## src/rtl/parity_frame_tx.sv

```systemverilog
// parity_frame_tx: serialises a DATA_W-bit word plus its even-parity bit as an
// idle-high frame (start, data LSB-first, parity, stop), each bit held for
// CLKS_PER_BIT clocks. Words arrive through a valid/ready handshake.
//
// Optional feature, macro PARITY_CHECK_EN:
//   defined   - the parity bit is recomputed from data_in on accept and that
//               bit is sent; parity_err pulses if parity_in disagreed.
//   undefined - parity_in is sent unchanged and parity_err is tied low.
module parity_frame_tx #(
    parameter int DATA_W       = 4,
    parameter int CLKS_PER_BIT = 4
) (
    input  logic              clk,
    input  logic              rst,
    input  logic [DATA_W-1:0] data_in,
    input  logic              parity_in,
    input  logic              valid_in,
    output logic              ready_out,
    output logic              tx_out,
    output logic              busy,
    output logic              frame_done,
    output logic              parity_err
);

    localparam int CNT_W = $clog2(CLKS_PER_BIT + 1);
    localparam int IDX_W = (DATA_W > 1) ? $clog2(DATA_W) : 1;

    // Last clock of a bit period and index of the final data bit.
    localparam logic [CNT_W-1:0] CNT_LAST = CNT_W'(CLKS_PER_BIT - 1);
    localparam logic [IDX_W-1:0] IDX_LAST = IDX_W'(DATA_W - 1);
    localparam logic [CNT_W-1:0] CNT_ONE  = CNT_W'(1);
    localparam logic [IDX_W-1:0] IDX_ONE  = IDX_W'(1);

    typedef enum logic [2:0] {
        S_IDLE   = 3'd0,
        S_START  = 3'd1,
        S_DATA   = 3'd2,
        S_PARITY = 3'd3,
        S_STOP   = 3'd4
    } state_t;

`ifdef PARITY_CHECK_EN
    // Even parity of a word: XOR reduction.
    function automatic logic even_parity(input logic [DATA_W-1:0] word);
        return ^word;
    endfunction
`endif

    state_t            state_q,  state_d;
    logic [DATA_W-1:0] shift_q,  shift_d;
    logic              par_q,    par_d;
    logic [CNT_W-1:0]  cnt_q,    cnt_d;
    logic [IDX_W-1:0]  idx_q,    idx_d;
    logic              tx_q,     tx_d;
    logic              ready_q,  ready_d;
    logic              busy_q,   busy_d;
    logic              done_q,   done_d;
`ifdef PARITY_CHECK_EN
    logic              perr_q,   perr_d;
`endif

    logic              bit_end_s;
    logic [DATA_W-1:0] shift_nxt_s;

    // Bit period ends on the last clock of the per-bit counter.
    assign bit_end_s   = (cnt_q == CNT_LAST);
    // Shift register contents once the current data bit is consumed.
    assign shift_nxt_s = shift_q >> 1'b1;

    // Next-state and next-output logic; outputs are computed for the state
    // being entered so that the registered outputs line up with the state.
    always_comb begin
        state_d = state_q;
        shift_d = shift_q;
        par_d   = par_q;
        cnt_d   = cnt_q;
        idx_d   = idx_q;
        tx_d    = tx_q;
        ready_d = ready_q;
        busy_d  = busy_q;
        done_d  = 1'b0;
`ifdef PARITY_CHECK_EN
        perr_d  = 1'b0;
`endif

        case (state_q)
            S_IDLE: begin
                ready_d = 1'b1;
                busy_d  = 1'b0;
                tx_d    = 1'b1;
                cnt_d   = '0;
                idx_d   = '0;
                if (valid_in && ready_q) begin
                    shift_d = data_in;
`ifdef PARITY_CHECK_EN
                    par_d   = even_parity(data_in);
                    perr_d  = (parity_in != even_parity(data_in));
`else
                    par_d   = parity_in;
`endif
                    state_d = S_START;
                    tx_d    = 1'b0;
                    ready_d = 1'b0;
                    busy_d  = 1'b1;
                end else begin
                    state_d = S_IDLE;
                end
            end

            S_START: begin
                if (bit_end_s) begin
                    cnt_d   = '0;
                    idx_d   = '0;
                    state_d = S_DATA;
                    tx_d    = shift_q[0];
                end else begin
                    cnt_d   = cnt_q + CNT_ONE;
                end
            end

            S_DATA: begin
                if (bit_end_s) begin
                    cnt_d = '0;
                    if (idx_q == IDX_LAST) begin
                        state_d = S_PARITY;
                        tx_d    = par_q;
                    end else begin
                        idx_d   = idx_q + IDX_ONE;
                        shift_d = shift_nxt_s;
                        tx_d    = shift_nxt_s[0];
                    end
                end else begin
                    cnt_d = cnt_q + CNT_ONE;
                end
            end

            S_PARITY: begin
                if (bit_end_s) begin
                    cnt_d   = '0;
                    state_d = S_STOP;
                    tx_d    = 1'b1;
                end else begin
                    cnt_d   = cnt_q + CNT_ONE;
                end
            end

            S_STOP: begin
                if (bit_end_s) begin
                    cnt_d   = '0;
                    idx_d   = '0;
                    state_d = S_IDLE;
                    tx_d    = 1'b1;
                    ready_d = 1'b1;
                    busy_d  = 1'b0;
                    done_d  = 1'b1;
                end else begin
                    cnt_d   = cnt_q + CNT_ONE;
                end
            end

            default: begin
                state_d = S_IDLE;
                cnt_d   = '0;
                idx_d   = '0;
                tx_d    = 1'b1;
                ready_d = 1'b1;
                busy_d  = 1'b0;
            end
        endcase
    end

    // State and output registers; reset drives the line idle-high at once.
    always_ff @(posedge clk or posedge rst) begin
        if (rst) begin
            state_q <= S_IDLE;
            shift_q <= '0;
            par_q   <= 1'b0;
            cnt_q   <= '0;
            idx_q   <= '0;
            tx_q    <= 1'b1;
            ready_q <= 1'b1;
            busy_q  <= 1'b0;
            done_q  <= 1'b0;
`ifdef PARITY_CHECK_EN
            perr_q  <= 1'b0;
`endif
        end else begin
            state_q <= state_d;
            shift_q <= shift_d;
            par_q   <= par_d;
            cnt_q   <= cnt_d;
            idx_q   <= idx_d;
            tx_q    <= tx_d;
            ready_q <= ready_d;
            busy_q  <= busy_d;
            done_q  <= done_d;
`ifdef PARITY_CHECK_EN
            perr_q  <= perr_d;
`endif
        end
    end

    assign tx_out     = tx_q;
    assign ready_out  = ready_q;
    assign busy       = busy_q;
    assign frame_done = done_q;
`ifdef PARITY_CHECK_EN
    assign parity_err = perr_q;
`else
    assign parity_err = 1'b0;
`endif

endmodule

```

## config.mk

```make
export PLATFORM = sky130hd
export DESIGN_NAME = parity_frame_tx
export DESIGN_NICKNAME = d
export VERILOG_FILES = /design/src/rtl/parity_frame_tx.sv
export SDC_FILE = /design/constraint.sdc
export NUM_CORES = 1
export LEC_CHECK = 0
export ABC_AREA = 1
export ABC_CLOCK_PERIOD_IN_PS = 1800
export BUFFER_PORTS_ARGS = -buffer_cell sky130_fd_sc_hd__buf_4
export CAP_MARGIN = 20
export CORE_AREA = 10 10 58 60
export CTS_CLUSTER_SIZE = 10
export DETAILED_ROUTE_END_ITERATION = 6
export DIE_AREA = 0 0 68 70
export REMOVE_ABC_BUFFERS = 1
export SYNTH_ARGS = -nofsm -noshare
export SYNTH_HDL_FRONTEND = slang
export SYNTH_SLANG_ARGS = --single-unit
```

## constraint.sdc

```tcl
create_clock -name clk -period 1.8 [get_ports clk]
set_clock_uncertainty 0.15 [all_clocks]
set_input_delay 0.27 -clock clk [delete_from_list [all_inputs] [get_ports clk]]
set_output_delay 0.27 -clock clk [all_outputs]
set_load 0.02 [all_outputs]
```

==> results of run 1 <==
-- worst max-delay path by stage --
stage | start | end | slack, ps | cells after the start
2_1_floorplan | idx_q[0]$_DFFE_PP0P_ | shift_q[1]$_DFFE_PP0P_ | 430 | 7
3_3_place_gp | state_q[0]$_DFFE_PP0P_ | shift_q[2]$_DFFE_PP0P_ | 350 | 6
3_5_place_dp | idx_q[0]$_DFFE_PP0P_ | shift_q[1]$_DFFE_PP0P_ | 330 | 7
4_1_cts | idx_q[0]$_DFFE_PP0P_ | shift_q[1]$_DFFE_PP0P_ | 310 | 7
5_1_grt | cnt_q[0]$_DFF_PP0_ | idx_q[1]$_DFFE_PP0P_ | 170 | 7
6_report | state_q[0]$_DFFE_PP0P_ | shift_q[1]$_DFFE_PP0P_ | 310 | 6
-- cells by family (layout without fill, tap and decap cells) --
kind of cell,after synthesis,after routing,share of synthesized area (%)
simple gates,80,80,39.5
fa+ha+maj,2,2,2.79
buf+inv,13,28,5.87
flops,17,17,47.8
compound gates,6,6,3.63
other cells,1,1,0.419
-- registers in the layout, indices dropped and copies added (netlist names) --
register	cells
cnt_q	3
frame_done	1
tx_out	1
busy	1
shift_q	4
ready_out	1
par_q	1
idx_q	2
state_q	3
-- worst reg2reg max path, stage by stage (launching register included) --
cell,delay [ps]
dfrtp_1,490
nor2_2,260
nand3_1,200
nand2_1,130
inv_2,50
nand3_1,60
nand2_1,60
-- area by class of cell --
cell class | count | area share (%)
Clock buffer | 4 | 2.51
Sequential cell | 17 | 41.0
Tap cell | 30 | 3.59
Timing Repair Buffer | 12 | 8.86
Inverter | 12 | 4.31
Multi-Input combinational cell | 89 | 39.8
-- per-stage QoR --
step | power, mW | instance area, sq um | utilization [%]
after floorplan | 1.29 | 888 | -
after global placement | 1.48 | 1010 | 43.1
after detailed placement | 1.50 | 1010 | 43.1
after CTS | 1.71 | 1040 | 44.6
after global routing | 1.88 | 1040 | 44.6
final | 1.68 | 1040 | 44.6
-- metal layers --
| metal | track usage, % | vias to the layer above |
|---|---|---|
| met4 | 4.47 | 0 |
| met3 | 2.71 | 2 |
| met1 | 10.2 | 349 |
| met5 | 0 | - |
| li1 | - | 399 |
| met2 | 12.9 | 16 |
-- power groups by stage --
stage / clock network (mW) / registers [mW] / logic [mW]
global route: 0.222 / 0.671 / 0.988
floorplan: 0 / 0.677 / 0.610
detailed placement: 0 / 0.663 / 0.839
global placement: 0 / 0.657 / 0.824
CTS: 0.209 / 0.655 / 0.844
finish: 0.198 / 0.652 / 0.833
-- timing repair --
| item | CTS | global route |
|---|---|---|
| buffers inserted | 0 | 0 |
| hold endpoints to repair | 15 | 0 |
| setup endpoints to repair | 0 | 0 |
| hold buffers | 1 | 0 |
-- layout by cell type (no fill, tap or decap), drive strengths merged --
master	count
a21oi	1
clkbuf	4
nand3	12
nor2	11
conb	1
dfrtp	15
dlygate4sd3	1
buf	11
nor3b	1
o21bai	1
inv	12
dfstp	2
o21ai	4
nand2	55
nand4	1
ha	2
==> results.txt, run 1 <==
Final Instance Count excl. Fillers - 164
master of the slowest instance on the critical path - dfrtp_1
FF-to-FF setup slack - 310 ps
RSZ-0062 raised after global routing - no
Max Freq - 671 MHz
Clk pwr share - 11.8%
max cap viols - 0
GRT Util Overall - 8.51%
die height - 70 um
Worst Setup Start Kind - flop
via count - 766
yosys warns - 0
FF/Latch Area - 428 sq um
most numerous cell in the Yosys netlist - nand2_1
top-area cell type share of the netlist area - 41.9%
hold_ws - 41.2 ps
Ports - 13
total grt overflow - 0
Total Wirelength - 1780 um
cell family with most CP delay - simple AND/OR/NAND/NOR gates
dpl hpwl - 1400 um
wire length on met2 - 870 um
PostCTS Resize Cnt - 0
Slew Limit Fails - 0
PwrDens - 1610 mW/mm^2
flops & latches, synth - 17
hold path cells - 3
depth of the CTS H-tree - 1
via/cell ratio - 4.67
maximum fanout along the worst path - 6
Cell Int Power - 0.920 mW
ys flop type - dfrtp_1
min-delay src - parity_in
largest net degree at the start of global routing - 18
Setup Crit Path Kind - flop to flop
switch share - 45.3%
crit path buf inv count - 1
R2R cell count - 6
Async S/R FF share, synth - 100%
HP Class - primary input to flop
first-pass GRT wire length - 3240 um
average size of a mapped cell - 7.53 sq um
fillers - 256
status - finished, final reports clean
EDFF count, synth - 0
Leak - 0.583 nW
TritonCTS Buffers - 3
multi-input logic area - 415 sq um
Setup crit end kind - flop
# DRC - 0
clock sinks - 17
Fin Setup TNS - 0 ps
Post-Place Cells - 159
max_slew headroom - 57.2%
Reg2Reg Capture Point - shift_q[1]$_DFFE_PP0P_
initial antenna violation count - 0
met3 WL post-DR - 95 um
Root Buffer - clkbuf_4
worst hold path endpoint - par_q$_DFFE_PP0P_
Chip Width - 68 um
WL met1 - 797 um
CTS max path bufs - 2
period utilization - 82.8%
clk_lat worst skew - 280 ps
worst path required time - 1830 ps
worst vdd ir - 0.000747 V
die area - 0.00476 sq mm
port bufs - 11
Logic pwr share - 49.5%
Layout area overhead - 16.6%
Synth area leaders - dfrtp_1, nand2_1, nand3_1, dfstp_2, nand2_2
post-route ant nets - 0
Final Wtd Congestion - 0.855
worst-margin pin slew - 642 ps
Flop pwr share - 38.7%
Mapped Area - 896 sq um
post-synth top area cell - dfrtp_1
number of global-route vias before repair - 749
top routing layer used - met4
Post-synth top cells - nand2_1, dfrtp_1, nand3_1
number of cell rows - 18
diodes inserted - 0
max incr delay on CP - 490 ps
switching pwr - 0.763 mW
final net count - 145
1st-iter DRT viols - 66
CP arrival - 1520 ps
pre-CTS setup slack - 328 ps
reg2reg start - state_q[0]$_DFFE_PP0P_
WL per Instance - 10.8 um
final hold violations - 0
critical path cell sequence - nor2_2, nand3_1, nand2_1, inv_2, nand3_1, nand2_1
clk slew on worst S/H paths - 90 ps
post-synthesis sequential area ratio - 47.8%
Final Worst Setup Slack - 309 ps
share of layout cells above drive strength 1 - 22.4%
Final Setup Violations - 0
drt pass-1 iters - 4
core area - 0.00234 sq mm
Synth Instances - 119
Initial Util - 38.2%
min cycle time layout - 1490 ps
Yosys cell types - 20
CTS tree - done
Note: power is estimated with default switching activity, not from simulation.
==> inputs of run 2 (changes only) <==
--- a/config.mk
+++ b/config.mk
@@ -6,7 +6,7 @@
 export NUM_CORES = 1
 export LEC_CHECK = 0
 export ABC_AREA = 1
-export ABC_CLOCK_PERIOD_IN_PS = 1800
+export ABC_CLOCK_PERIOD_IN_PS = 1500
 export BUFFER_PORTS_ARGS = -buffer_cell sky130_fd_sc_hd__buf_4
 export CAP_MARGIN = 20
 export CORE_AREA = 10 10 58 60
==> constraint.sdc (replaced) <==
create_clock -name clk -period 1.5 [get_ports clk]
set_clock_uncertainty 0.15 [all_clocks]
set_input_delay 0.225 -clock clk [delete_from_list [all_inputs] [get_ports clk]]
set_output_delay 0.225 -clock clk [all_outputs]
set_load 0.02 [all_outputs]
==> run 2 against run 1 <==
Hold slack better by 78 ps. Cell area is 9.5% higher. Non-clock buffer count is 9 higher. Highest routed layer unchanged. First-iteration DRC count is 56% lower. Clock-buffer cell count is 1 lower.
==> results.txt, run 2 (synthesized netlist as in run 1, its figures left out) <==
port bufs - 11
GRT Util Overall - 8.75%
number of global-route vias before repair - 789
first-pass GRT wire length - 3370 um
Fin Setup TNS - 0 ps
hold path cells - 5
depth of the CTS H-tree - 1
fillers - 256
diodes inserted - 0
switch share - 45.4%
Total Wirelength - 1950 um
Setup Crit Path Kind - flop to flop
FF-to-FF setup slack - 90 ps
most frequent cells in the layout - nand2_1, buf_4, dfrtp_1
pre-CTS setup slack - 27.8 ps
Max Freq - 708 MHz
CTS tree - done
Layout area overhead - 27.7%
final hold violations - 0
Largest register FFs - 4
switching pwr - 0.994 mW
Root Buffer - clkbuf_4
reg2reg start - idx_q[0]$_DFFE_PP0P_
multi-input logic area - 438 sq um
Clk pwr share - 11.8%
CP arrival - 1450 ps
status - finished, final reports clean
Initial Util - 38.2%
worst path required time - 1540 ps
period utilization - 94.2%
Setup crit end kind - flop
min cycle time layout - 1410 ps
1st-iter DRT viols - 29
fin area - 0.00114 sq mm
post-route ant nets - 0
Leak - 0.628 nW
CP Launch Point - idx_q[0]$_DFFE_PP0P_
Cell Int Power - 1.19 mW
Final Wtd Congestion - 0.884
TritonCTS Buffers - 3
initial antenna violation count - 0
worst vdd ir - 0.000840 V
Worst Setup Start Kind - flop
die height - 70 um
Setup crit end - shift_q[2]$_DFFE_PP0P_
Slew Limit Fails - 0
most common cell after layout, fill and taps aside - nand2_1
drt pass-1 iters - 4
FF/Latch Area - 430 sq um
total grt overflow - 0
Final Worst Setup Slack - 87.4 ps
Reg2Reg Capture Point - shift_q[2]$_DFFE_PP0P_
Final Power - 2.19 mW
Ports - 13
via count - 801
Chip Width - 68 um
Logic pwr share - 52.2%
largest registers - shift_q: 4 flops, cnt_q: 3 flops, state_q: 3 flops
via/cell ratio - 4.63
number of cell rows - 18
# DRC - 0
final net count - 154
Area after DPL - 0.00103 sq mm
Flop pwr share - 36.0%
clk slew on worst S/H paths - 120 ps
hold_ws - 119 ps
HP Class - primary input to flop
max cap viols - 0
CTS max path bufs - 2
maximum fanout along the worst path - 5
clock sinks - 17
share of layout cells above drive strength 1 - 30.8%
Top reg by flops - shift_q
PwrDens - 1910 mW/mm^2
R2R cell count - 7
WL per Instance - 11.3 um
clk_lat worst skew - 300 ps
die area - 0.00476 sq mm
largest net degree at the start of global routing - 18
Final Setup Violations - 0
dpl hpwl - 1410 um
core area - 0.00234 sq mm
run 2: worst min-delay path by stage:
stage                     from                endpoint  slack (ps)
finish              data_in[0]  shift_q[0]$_DFFE_PP0P_         120
global route        data_in[2]  shift_q[2]$_DFFE_PP0P_         150
global placement           rst  state_q[1]$_DFFE_PP0P_         110
CTS                 data_in[0]  shift_q[0]$_DFFE_PP0P_         120
detailed placement         rst      cnt_q[0]$_DFF_PP0_         110
floorplan                  rst        busy$_DFFE_PP0P_        -0.4
run 2: critical path: stages (launching register included):
cell and delay [ps]:
dfrtp_1 410, ha_2 220, nor2_4 120, nand2_2 100, nand2_4 90, nand3_2 90
nand2_1 80, nand2_1 50
run 2: metal layers:
layer	GRT usage, %	wire [um]
met5	0	0
met4	4.70	38
met3	2.55	81
met2	12.7	902
met1	11.1	923
run 2: stage by stage:
step,std cells,utilization (%)
after floorplan,118,-
after CTS,168,46.5
after detailed placement,162,44.0
after global placement,162,44.0
after global routing,173,48.8
final,173,48.8
run 2: layout make-up:
class	count	share of cell area (%)
clock buffers	3	1.97
well taps	30	3.28
clock inverters	1	0.656
flip-flops and latches	17	37.6
repair buffers	21	14.2
inverters	12	3.94
multi-input cells	89	38.3
run 2: what timing repair did:
item,4_1_cts,5_1_grt
gates resized for setup,2,6
pin swaps,0,2
hold buffers,2,0
hold endpoints to repair,16,0
endpoints found under the setup margin,3,9
setup buffers,0,5
run 2: power groups by stage:
stage	clock [mW]	sequential (mW)	combinational (mW)
after floorplan	0	0.812	0.732
after global placement	0	0.787	1.01
after detailed placement	0	0.793	1.03
after CTS	0.263	0.793	1.04
after global routing	0.278	0.813	1.32
final	0.258	0.788	1.14
